File: src/rtl/inst_fetch_queue_pkg.sv
// Shared definitions for the instruction fetch queue.
//   fetch_state_e   : FSM encodings (RUN fetches, DRAIN drops stale responses)
//   FETCH_PC_W /
//   FETCH_INST_W    : default widths of the two fields of a queue entry
//   FETCH_PC_STEP   : byte stride between sequential fetches
//   ptr_width()     : FIFO pointer width for an arbitrary (>=1) depth
package inst_fetch_queue_pkg;

  typedef enum logic [0:0] {
    ST_RUN   = 1'b0,
    ST_DRAIN = 1'b1
  } fetch_state_e;

  localparam int FETCH_PC_W    = 32;
  localparam int FETCH_INST_W  = 32;
  localparam int FETCH_PC_STEP = 4;

  // A depth-1 FIFO still needs a one-bit pointer to stay legal.
  function automatic int ptr_width(input int depth);
    return (depth > 1) ? $clog2(depth) : 1;
  endfunction

endpackage

File: src/rtl/inst_fetch_queue_sync_fifo.sv
// sync_fifo: single-clock FIFO with synchronous flush, any depth >= 1.
//   clk, rst  : clock, synchronous active-high reset
//   flush     : synchronous clear of all entries (wins over push)
//   push/wdata: write an entry (accepted when not full, or full and popping)
//   pop       : drop the head entry (ignored when empty)
//   rdata     : head entry, valid while !empty
//   empty     : no entries held
//   count     : number of entries held
module sync_fifo
  import inst_fetch_queue_pkg::*;
#(
  parameter int WIDTH = 8,
  parameter int DEPTH = 4
) (
  input  logic                       clk,
  input  logic                       rst,
  input  logic                       flush,
  input  logic                       push,
  input  logic [WIDTH-1:0]           wdata,
  input  logic                       pop,
  output logic [WIDTH-1:0]           rdata,
  output logic                       empty,
  output logic [$clog2(DEPTH+1)-1:0] count
);

  localparam int PTR_W = ptr_width(DEPTH);
  localparam int CNT_W = $clog2(DEPTH + 1);

  logic [WIDTH-1:0] mem [DEPTH];
  logic [PTR_W-1:0] rd_ptr;
  logic [PTR_W-1:0] wr_ptr;
  logic [CNT_W-1:0] cnt;
  logic             full;
  logic             do_push;
  logic             do_pop;

  function automatic logic [PTR_W-1:0] ptr_inc(input logic [PTR_W-1:0] p);
    return (p == PTR_W'(DEPTH - 1)) ? '0 : p + 1'b1;
  endfunction

  assign empty   = (cnt == '0);
  assign full    = (cnt == CNT_W'(DEPTH));
  assign do_pop  = pop && !empty;
  assign do_push = push && (!full || do_pop);
  assign rdata   = mem[rd_ptr];
  assign count   = cnt;

  // NOTE: sequential state uses non-blocking assignments so every flop
  // samples pre-edge values regardless of block ordering.
  always_ff @(posedge clk) begin
    if (rst || flush) begin
      rd_ptr <= '0;
      wr_ptr <= '0;
      cnt    <= '0;
    end else begin
      if (do_push) wr_ptr <= ptr_inc(wr_ptr);
      if (do_pop)  rd_ptr <= ptr_inc(rd_ptr);
      if (do_push != do_pop) cnt <= do_push ? cnt + 1'b1 : cnt - 1'b1;
    end
  end

  // NOTE: storage has no reset; the pointers and count define which
  // entries are meaningful, so clearing the array would only add logic.
  always_ff @(posedge clk) begin
    if (do_push && !flush) mem[wr_ptr] <= wdata;
  end

endmodule

File: src/rtl/inst_fetch_queue.sv
// inst_fetch_queue: sequential instruction fetcher with a decode-side queue.
// Issues word-aligned requests to instruction memory under a credit rule
// (queue occupancy + in-flight requests never exceed DEPTH), pairs each
// in-order response with its request PC and hands {pc, inst} to decode.
// A redirect flushes the queue, restarts at the target and drops the
// responses still in flight (DRAIN state) before fetching again.
//
// Ports:
//   clk, rst                 : clock, synchronous active-high reset
//   imem_req_o, imem_addr_o  : fetch request and its address
//   imem_gnt_i               : request accepted this cycle
//   imem_rvalid_i/rdata_i    : in-order response
//   fetch_valid_o/ready_i    : decode handshake
//   fetch_pc_o, fetch_inst_o : head entry
//   redirect_i/redirect_pc_i : taken branch/jump and its target
//   q_count_o                : queue occupancy
//
// Build option FETCH_QUEUE_BYPASS_EN: an accepted response arriving while
// the queue is empty is shown to decode in the same cycle; it skips the
// queue if decode takes it, otherwise it is enqueued. Without the macro a
// response reaches decode one cycle after imem_rvalid_i.
module inst_fetch_queue
  import inst_fetch_queue_pkg::*;
#(
  parameter int              XLEN            = FETCH_PC_W,
  parameter int              DEPTH           = 4,
  parameter int              MAX_OUTSTANDING = 2,
  parameter logic [XLEN-1:0] RESET_PC        = '0
) (
  input  logic                     clk,
  input  logic                     rst,
  output logic                     imem_req_o,
  output logic [XLEN-1:0]          imem_addr_o,
  input  logic                     imem_gnt_i,
  input  logic                     imem_rvalid_i,
  input  logic [XLEN-1:0]          imem_rdata_i,
  output logic                     fetch_valid_o,
  input  logic                     fetch_ready_i,
  output logic [XLEN-1:0]          fetch_pc_o,
  output logic [XLEN-1:0]          fetch_inst_o,
  input  logic                     redirect_i,
  input  logic [XLEN-1:0]          redirect_pc_i,
  output logic [$clog2(DEPTH):0]   q_count_o
);

  localparam int QCNT_W = $clog2(DEPTH) + 1;
  localparam int OCNT_W = $clog2(MAX_OUTSTANDING + 1);

  fetch_state_e      state;
  fetch_state_e      state_next;
  logic [XLEN-1:0]   pc;
  logic [XLEN-1:0]   pc_next;
  logic [OCNT_W-1:0] outstanding;
  logic [OCNT_W-1:0] discard_cnt;
  logic [OCNT_W-1:0] discard_next;

  logic              gnt_fire;
  logic              rsp_fire;
  logic              rsp_drop;
  logic              rsp_keep;
  logic [XLEN-1:0]   rsp_pc;
  logic              pc_empty;

  logic              q_push;
  logic              q_pop;
  logic              q_empty;
  logic [2*XLEN-1:0] q_rdata;
  logic [QCNT_W-1:0] q_count;

  // Targets are forced to a word boundary; the low bits are never used.
  logic unused_redirect_lsbs;
  assign unused_redirect_lsbs = ^redirect_pc_i[1:0];

  // A response with no recorded request (e.g. one issued before a reset)
  // has nothing to pair with and is ignored.
  assign gnt_fire = imem_req_o && imem_gnt_i;
  assign rsp_fire = imem_rvalid_i && !pc_empty;
  assign rsp_drop = rsp_fire && (redirect_i || (discard_cnt != '0));
  assign rsp_keep = rsp_fire && !rsp_drop;

  // ---------------- FSM: state register ----------------
  always_ff @(posedge clk) begin
    if (rst) begin
      state       <= ST_RUN;
      pc          <= RESET_PC;
      discard_cnt <= '0;
    end else begin
      state       <= state_next;
      pc          <= pc_next;
      discard_cnt <= discard_next;
    end
  end

  // ---------------- FSM: next state ----------------
  // NOTE: every combinational output gets a default first so no path
  // through the block leaves it unassigned (which would infer a latch).
  always_comb begin
    discard_next = discard_cnt;
    if (redirect_i) begin
      // Everything still in flight after this edge is stale, including a
      // grant taken this cycle; a response this cycle is already dropped.
      discard_next = outstanding + OCNT_W'(gnt_fire) - OCNT_W'(rsp_fire);
    end else if (rsp_drop) begin
      discard_next = discard_cnt - 1'b1;
    end
  end

  always_comb begin
    pc_next = pc;
    if (redirect_i)    pc_next = {redirect_pc_i[XLEN-1:2], 2'b00};
    else if (gnt_fire) pc_next = pc + XLEN'(FETCH_PC_STEP);
  end

  always_comb begin
    state_next = state;
    case (state)
      ST_RUN:   if (discard_next != '0) state_next = ST_DRAIN;
      ST_DRAIN: if (discard_next == '0) state_next = ST_RUN;
      default:  state_next = ST_RUN;
    endcase
  end

  // ---------------- FSM: outputs ----------------
  always_comb begin
    imem_req_o = 1'b0;
    if (state == ST_RUN) begin
      imem_req_o = (int'(outstanding) < MAX_OUTSTANDING) &&
                   ((int'(q_count) + int'(outstanding)) < DEPTH);
    end
  end

  // The address is the fetch PC, which only moves on a grant or redirect,
  // so it holds while a request waits for its grant.
  assign imem_addr_o = pc;

  // ---------------- decode side ----------------
  always_comb begin
    fetch_valid_o              = !q_empty;
    {fetch_pc_o, fetch_inst_o} = q_rdata;
    q_push                     = rsp_keep;
`ifdef FETCH_QUEUE_BYPASS_EN
    if (q_empty && rsp_keep) begin
      fetch_valid_o = 1'b1;
      fetch_pc_o    = rsp_pc;
      fetch_inst_o  = imem_rdata_i;
      q_push        = !fetch_ready_i;
    end
`endif
  end

  assign q_pop     = !q_empty && fetch_ready_i;
  assign q_count_o = q_count;

  // Request PCs in issue order; stale responses still pop their PC, so
  // the FIFO count doubles as the outstanding-request count.
  sync_fifo #(
    .WIDTH (XLEN),
    .DEPTH (MAX_OUTSTANDING)
  ) u_pc_fifo (
    .clk   (clk),
    .rst   (rst),
    .flush (1'b0),
    .push  (gnt_fire),
    .wdata (pc),
    .pop   (rsp_fire),
    .rdata (rsp_pc),
    .empty (pc_empty),
    .count (outstanding)
  );

  // Entry queue of {pc, inst}; a redirect flushes it even when decode
  // takes the head in the same cycle.
  sync_fifo #(
    .WIDTH (2 * XLEN),
    .DEPTH (DEPTH)
  ) u_entry_q (
    .clk   (clk),
    .rst   (rst),
    .flush (redirect_i),
    .push  (q_push),
    .wdata ({rsp_pc, imem_rdata_i}),
    .pop   (q_pop),
    .rdata (q_rdata),
    .empty (q_empty),
    .count (q_count)
  );

endmodule

File: config.mk
export PLATFORM = sky130hd
export DESIGN_NAME = inst_fetch_queue
export DESIGN_NICKNAME = d
export VERILOG_FILES = /design/src/rtl/inst_fetch_queue_pkg.sv /design/src/rtl/inst_fetch_queue_sync_fifo.sv /design/src/rtl/inst_fetch_queue.sv
export SDC_FILE = /design/constraint.sdc
export NUM_CORES = 1
export LEC_CHECK = 0
export CORE_MARGIN = 4
export CORE_UTILIZATION = 55
export CTS_BUF_LIST = sky130_fd_sc_hd__clkbuf_16
export CTS_CLUSTER_DIAMETER = 200
export CTS_CLUSTER_SIZE = 40
export DETAILED_ROUTE_END_ITERATION = 7
export PLACE_DENSITY = 0.76
export SLEW_MARGIN = 20
export SYNTH_ARGS = -nofsm -noshare
export SYNTH_HDL_FRONTEND = slang
export SYNTH_SLANG_ARGS = --single-unit
File: constraint.sdc
create_clock -name clk -period 4.07 [get_ports clk]
set_input_delay 0.6105 -clock clk [delete_from_list [all_inputs] [get_ports clk]]
set_output_delay 0.6105 -clock clk [all_outputs]
set_load 0.02 [all_outputs]
==> summary.md, run 1 <==
* completed — outcome
* 12.6% — multiplexer fraction of the synthesized cell area
* 434 nW/um2 — power density cells
* 171 — Boundary Pins
* 5.40 mW — cell-internal power
* sky130_fd_sc_hd__edfxtp_1 — most frequently used flop master after synthesis
* 731 ps — final setup slack of the worst path
* 30 — top fanout value on the critical path
* sky130_fd_sc_hd__edfxtp_1 — most frequent standard cell in the layout excluding fill and tap cells
* 540 ps — Min Hold Slack
* 730 — violation count after the first detailed-routing iteration
* 0 — number of hold-repair buffers added at the cts stage
* 22.1% — Clock Power Share
* sky130_fd_sc_hd__clkbuf_16 — root buffer cell
* flop to primary output — Setup Crit Path Kind
* 15.6% — Gate power share
* 1018 — nets
* 24.1% — net switching share of the total power
* 62.3% — part of the power in registers
* 0.294 mV — Max rail drop VDD
* 3460 ps — data required time at the worst endpoint
* 0 — Antenna Nets Post-Route
* 31.4% — worst rel slew slack
* 919 ps — Setup WS pre-CTS
* 0 — final hold violation count
* 0% — share of async-settable or async-resettable flops after synthesis
* 1.71 mW — switching power
* 16400 um2 — summed area of non-filler cells in the final layout
* 3.71% — post-synthesis compound-gate area fraction
* 28100 um2 — Total Die Area
* sky130_fd_sc_hd__edfxtp_1 — largest area contributor in the synthesized netlist
* 72.8% — fraction of the yosys area taken by sequential cells
* 308 — number of synthesized flops with an enable pin
* 790 — cell count after synthesis
* 0 — # diodes
* 14000 um2 — mapped cell area
* 12 — clock buffers created by TritonCTS
* 0 — number of buffers inserted to repair setup after CTS
* 82.0% — final worst-path cycle share
* 1.04% — Post-Synth Adder-Cell Area
* 21.6 um — WL per Instance
* 299 MHz — highest attainable clock frequency
* 3 — maximum clock insertion buffer count
* 7617 — vias in the first global route
* sky130_fd_sc_hd__edfxtp_1, sky130_fd_sc_hd__mux4_2, sky130_fd_sc_hd__dfxtp_1 — most area-consuming cells after synthesis
* 0 — drc violations
* 0 — total global routing overflow
* built — TritonCTS clock tree
* 0 — Warnings, synthesis
* 65.3% — core utilization of the finished layout
* 58 — Synth cell types
* 5.13 nW — static leakage power
* 55.7% — initial core utilization
* 520 ps — clock insertion delay at the later pin of the skew report
* 140 ps — clock slew seen by the registers of the worst setup and hold paths
* flop — Critical Path Start Type
* 26.2 ps — final setup skew
* 0.626% — Post-Synth XOR/XNOR Area
* 63 — maximum number of pins on one net before global-route repair
* 17.7 mm — detailed placement HPWL
* 355 — register bit count reported by yosys
* 58 — number of placement rows
* 167 um — die span in x
* 1253 — placed cell count
* 17.7 um2 — average cell area after synthesis
* 7.12 mW — sum of internal, switching and leakage power
* 0 — Resize count post-CTS
* 1781 — Filler Cells Inserted
* 5.99 — vias per cell
* 43.3 mm — first-pass GRT wire length
* 0 — max_cap viols
* 2730 ps — crit path DAT
* 167 um — Die Ht
* 3340 ps — post-layout min period
* 0 — final-report setup violation count
* 1 — htree depth
* 14.1% — fraction of layout instances using a drive strength above 1
* 25100 um2 — Core Footprint
* 66.1% — area share of the largest cell type after synthesis
* 7.31% — simple-gate portion of the synthesized area
* 17.3% — P&R area growth vs syn
* 0.814 — weighted congestion reported at the end of routability-driven placement
* 1273 — final cell count without fillers
* 5 — drt pass-1 iters
* 164 — Port Buffer Count
* primary output — category of the worst setup path capture point
* 27.5 mm — overall routed net length
* 0 — number of max-slew violations in the final report
* 19.6% — Tot GR Track Use
* 355 — clk sink count
* no — setup repair after global routing missed its margin
* 16100 um2 — placed standard-cell area
* 7626 — via count
* 1030 ps — transition at the pin with the smallest max-transition slack
* flop to flop — Hold Crit Class
* sky130_fd_sc_hd__edfxtp_1, sky130_fd_sc_hd__clkdlybuf4s50_1, sky130_fd_sc_hd__mux4_2 — most frequent cells in the layout
* 0 ps — setup_tns
* multiplexers — combinational family with the most area after synthesis
* 0 — number of antenna violations at the first check in global routing
-- critical path: stages, from the launching register on --
cell and delay [ps]:
sky130_fd_sc_hd__dfxtp_4 730, sky130_fd_sc_hd__buf_12 320, sky130_fd_sc_hd__mux4_2 540, sky130_fd_sc_hd__clkdlybuf4s50_1 600
-- synth_stat cells (all sizes together), types with 5 or more instances --
cell type / n
edfxtp: 308
mux4: 62
dfxtp: 47
nor2: 42
clkbuf: 33
mux2: 30
nand2: 21
nand3: 19
o21ai: 17
a311oi: 16
buf: 16
inv: 15
or3: 15
nand4: 14
ha: 10
nor3: 10
or4: 9
xnor2: 9
and3: 8
and4: 8
nor4: 8
a211oi: 6
a21oi: 6
and2: 6
o31ai: 6
nor2b: 5
-- worst paths after layout --
check | slack, ps | end | depth (start not counted) | from
max | 730 | fetch_pc_o[22] | 3 | flop
min | 540 | u_pc_fifo.rd_ptr$_SDFFE_PP0P_ | 2 | u_pc_fifo.rd_ptr$_SDFFE_PP0P_
max reg2reg | 1360 | u_entry_q.count[2]$_SDFFE_PP0P_ | 9 | u_entry_q.count[2]$_SDFFE_PP0P_
min reg2reg | 540 | u_pc_fifo.rd_ptr$_SDFFE_PP0P_ | 2 | u_pc_fifo.rd_ptr$_SDFFE_PP0P_
-- per-layer routing --
layer,track usage (%),up-vias,part of all wire [%]
met4,2.93,0,1.2
li1,-,3465,-
met1,28.2,3920,43
met2,32.7,220,50
met5,0,-,0
met3,3.33,21,5.3
-- logic make-up (layout without fill, tap and decap cells) --
kind of cell,after synthesis,count (layout)
other,1,4
and+or+nand+nor,182,182
xor gates and xnor gates,10,10
muxes,95,95
AOI/OAI and AO/OA,72,72
buffers and inverters,64,214
DFF,355,355
adders and majority gates,11,11
-- power by group through the flow --
stage               clock (mW)  sequential [mW]  combinational, mW
floorplan                    0             4.50              0.659
global placement             0             4.51               1.09
detailed placement           0             4.52               1.12
CTS                       1.61             4.44               1.12
global route              1.75             4.46               1.20
finish                    1.57             4.44               1.11
-- final cells by class --
cell class | instances | area, um2 | share of cell area (%)
tap | 330 | 413 | 2.52
sequential | 355 | 10200 | 62.2
multi-input combinational | 374 | 3570 | 21.7
clock buffer | 13 | 325 | 1.98
timing repair buffer | 179 | 1820 | 11.1
inverter | 15 | 56.3 | 0.343
clock inverter | 7 | 28.8 | 0.175
-- state kept, by name (all words and copies together), names as in the netlist, named ones only --
register and count:
u_pc_fifo.wr_ptr 1, u_pc_fifo.count 2, u_pc_fifo.mem 60, state 1, u_pc_fifo.rd_ptr 1, u_entry_q.mem 248, discard_cnt 2, u_entry_q.wr_ptr 2
u_entry_q.rd_ptr 2, imem_addr_o 30, u_entry_q.count 3
No activity file was read; power rests on OpenSTA's default activity.
==> run 2, diff against run 1 <==
Clock period 4.07 ns to 3.4 ns, I/O delays scaled along.
==> run 2 against run 1 <==
  * Via count is 0.63% lower
  * Clock power is 19% higher
  * Critical path type unchanged
  * Utilization is 0.55 points higher
  * First-iteration DRC count is 3.4% higher
  * Die area stayed put
  * Sequential share of layout area is 0.52 points lower
  * Routed wire length hardly changed
  * Hold slack worse by 8.0 ps
  * Final cell count is 1.2% higher
  * Sequential power is 20% higher
  * Setup slack worse by 510 ps
  * Non-clock buffer count is 15 higher
  * Critical endpoint is now fetch_pc_o[30]
==> summary.md, run 2 (synthesis gave the netlist of run 1 again) <==
* completed — outcome
* flop — Critical Path Start Type
* u_entry_q.mem — register bank with the most flops
* 5.21 nW — static leakage power
* sky130_fd_sc_hd__clkbuf_16 — root buffer cell
* 6.48 mW — cell-internal power
* 0 — number of buffers inserted to repair setup after CTS
* 755 — violation count after the first detailed-routing iteration
* 510 ps — clock insertion delay at the later pin of the skew report
* 5 — drt pass-1 iters
* 28.3% — routing usage on met1
* 2.04 mW — switching power
* 224 ps — final setup slack of the worst path
* 19 — top fanout value on the critical path
* 3 — maximum clock insertion buffer count
* 42 — maximum number of pins on one net before global-route repair
* 2890 ps — data required time at the worst endpoint
* sky130_fd_sc_hd__edfxtp_1 — most frequent standard cell in the layout excluding fill and tap cells
* 12 — clock buffers created by TritonCTS
* sky130_fd_sc_hd__dfxtp_4 — slowest stage cell, crit path
* 31.6% — met2 demand-to-capacity share in global routing
* 355 — clk sink count
* 15.4% — fraction of layout instances using a drive strength above 1
* built — TritonCTS clock tree
* 654 ps — transition at the pin with the smallest max-transition slack
* 0 ps — setup_tns
* 164 — Port Buffer Count
* 24.1 ps — final setup skew
* 0 — Antenna Nets Post-Route
* 0 — drc violations
* 0 — Resize count post-CTS
* no — setup repair after global routing missed its margin
* 476 ps — Setup WS pre-CTS
* 18.4 mm — detailed placement HPWL
* 2670 ps — crit path DAT
* 0 — total global routing overflow
* met2 — Most Used Layer, Global Route
* 0 — number of antenna violations at the first check in global routing
* 0 — number of max-slew violations in the final report
* 21.9% — Clock Power Share
* 0.315 mV — Max rail drop VDD
* 55.7% — initial core utilization
* 0 — # diodes
* 0 — number of hold-repair buffers added at the cts stage
* u_entry_q.count[2]$_SDFFE_PP0P_ — startpoint of the worst-slack reg-to-reg timing path
* 19.5% — Tot GR Track Use
* 27.5 mm — overall routed net length
* 171 — Boundary Pins
* 167 um — die span in x
* 680 ps — slowest stage delay, CP
* 5.88 — vias per cell
* 7491 — vias in the first global route
* 93.4% — final worst-path cycle share
* 7578 — via count
* flop to primary output — Setup Crit Path Kind
* 0 — final hold violation count
* 140 ps — clock slew seen by the registers of the worst setup and hold paths
* 167 um — Die Ht
* u_pc_fifo.rd_ptr$_SDFFE_PP0P_ — startpoint of the lowest-slack hold path
* 62.3% — part of the power in registers
* buf_4, mux4_2, clkdlybuf4s50_1 — cells along the critical path
* 0 — max_cap viols
* 58 — number of placement rows
* 315 MHz — highest attainable clock frequency
* 18.2% — P&R area growth vs syn
* flop to flop — Hold Crit Class
* 0.819 — weighted congestion reported at the end of routability-driven placement
* 248 — max FFs per register
* 23.9% — net switching share of the total power
* 3180 ps — post-layout min period
* 0 — final-report setup violation count
* 515 nW/um2 — power density cells
* 43.3 mm — first-pass GRT wire length
* primary output — category of the worst setup path capture point
* sky130_fd_sc_hd__edfxtp_1, sky130_fd_sc_hd__clkdlybuf4s50_1, sky130_fd_sc_hd__mux4_2 — most frequent cells in the layout
* 3.16% — met3 GRT Util
* 25100 um2 — Core Footprint
* 55.8% — worst rel slew slack
* 1033 — nets
* 21.3 um — WL per Instance
* 28100 um2 — Total Die Area
* 15.8% — Gate power share
* 1 — htree depth
==> run 2: changes by cell type in the layout (fill, tap and decap cells not counted), sizes merged <==
cell / previous run / this run
clkinvlp: 0 / 1
inv: 22 / 21
buf: 15 / 30
==> run 2: final cells by class <==
type | instances | area (um2)
repair buffers | 194 | 1950
flip-flops and latches | 355 | 10200
clock buffers | 13 | 325
well taps | 330 | 413
fillers | 1737 | 8570
clock inverters | 7 | 30.0
multi-input cells | 374 | 3570
inverters | 15 | 56.3
==> run 2: metal layers <==
layer / wire length, um / part of all wire [%]
met1: 11900 / 43
met2: 13300 / 48
met3: 1750 / 6.4
met4: 568 / 2.1
met5: 0 / 0
==> run 2: path summary, 6_finish.rpt <==
kind,end,slack [ps],cells past startpoint
hold reg to reg,flop,530,2
setup / recovery,fetch_pc_o[30],220,3
setup reg to reg,u_entry_q.count[2]$_SDFFE_PP0P_,700,8
hold / removal,flop,530,2
==> run 2: power by group through the flow <==
stage	Combinational, mW	Sequential, mW	Clock, mW
global route	1.46	5.34	2.08
finish	1.34	5.31	1.87
CTS	1.36	5.31	1.93
detailed placement	1.35	5.41	0
floorplan	0.789	5.39	0
global placement	1.33	5.39	0
==> run 2: critical path, delay by kind of cell, from the launching register on <==
family / cells / cell delay, ps
flip-flops: 1 / 680
multiplexers: 1 / 530
buffers and inverters: 2 / 940
==> run 2: per-stage QoR <==
stage / area, um2 / cells / utilization, % / hold WS, ps / power [mW]
6_report: 16500 / 1288 / 65.9 / 532 / 8.52
5_1_grt: 16500 / 1288 / 65.9 / 557 / 8.88
4_1_cts: 16500 / 1288 / 65.9 / 529 / 8.60
3_5_place_dp: 16200 / 1268 / 64.5 / 498 / 6.76
3_3_place_gp: 16200 / 1268 / 64.5 / 500 / 6.72
2_1_floorplan: 14000 / 793 / - / 481 / 6.18
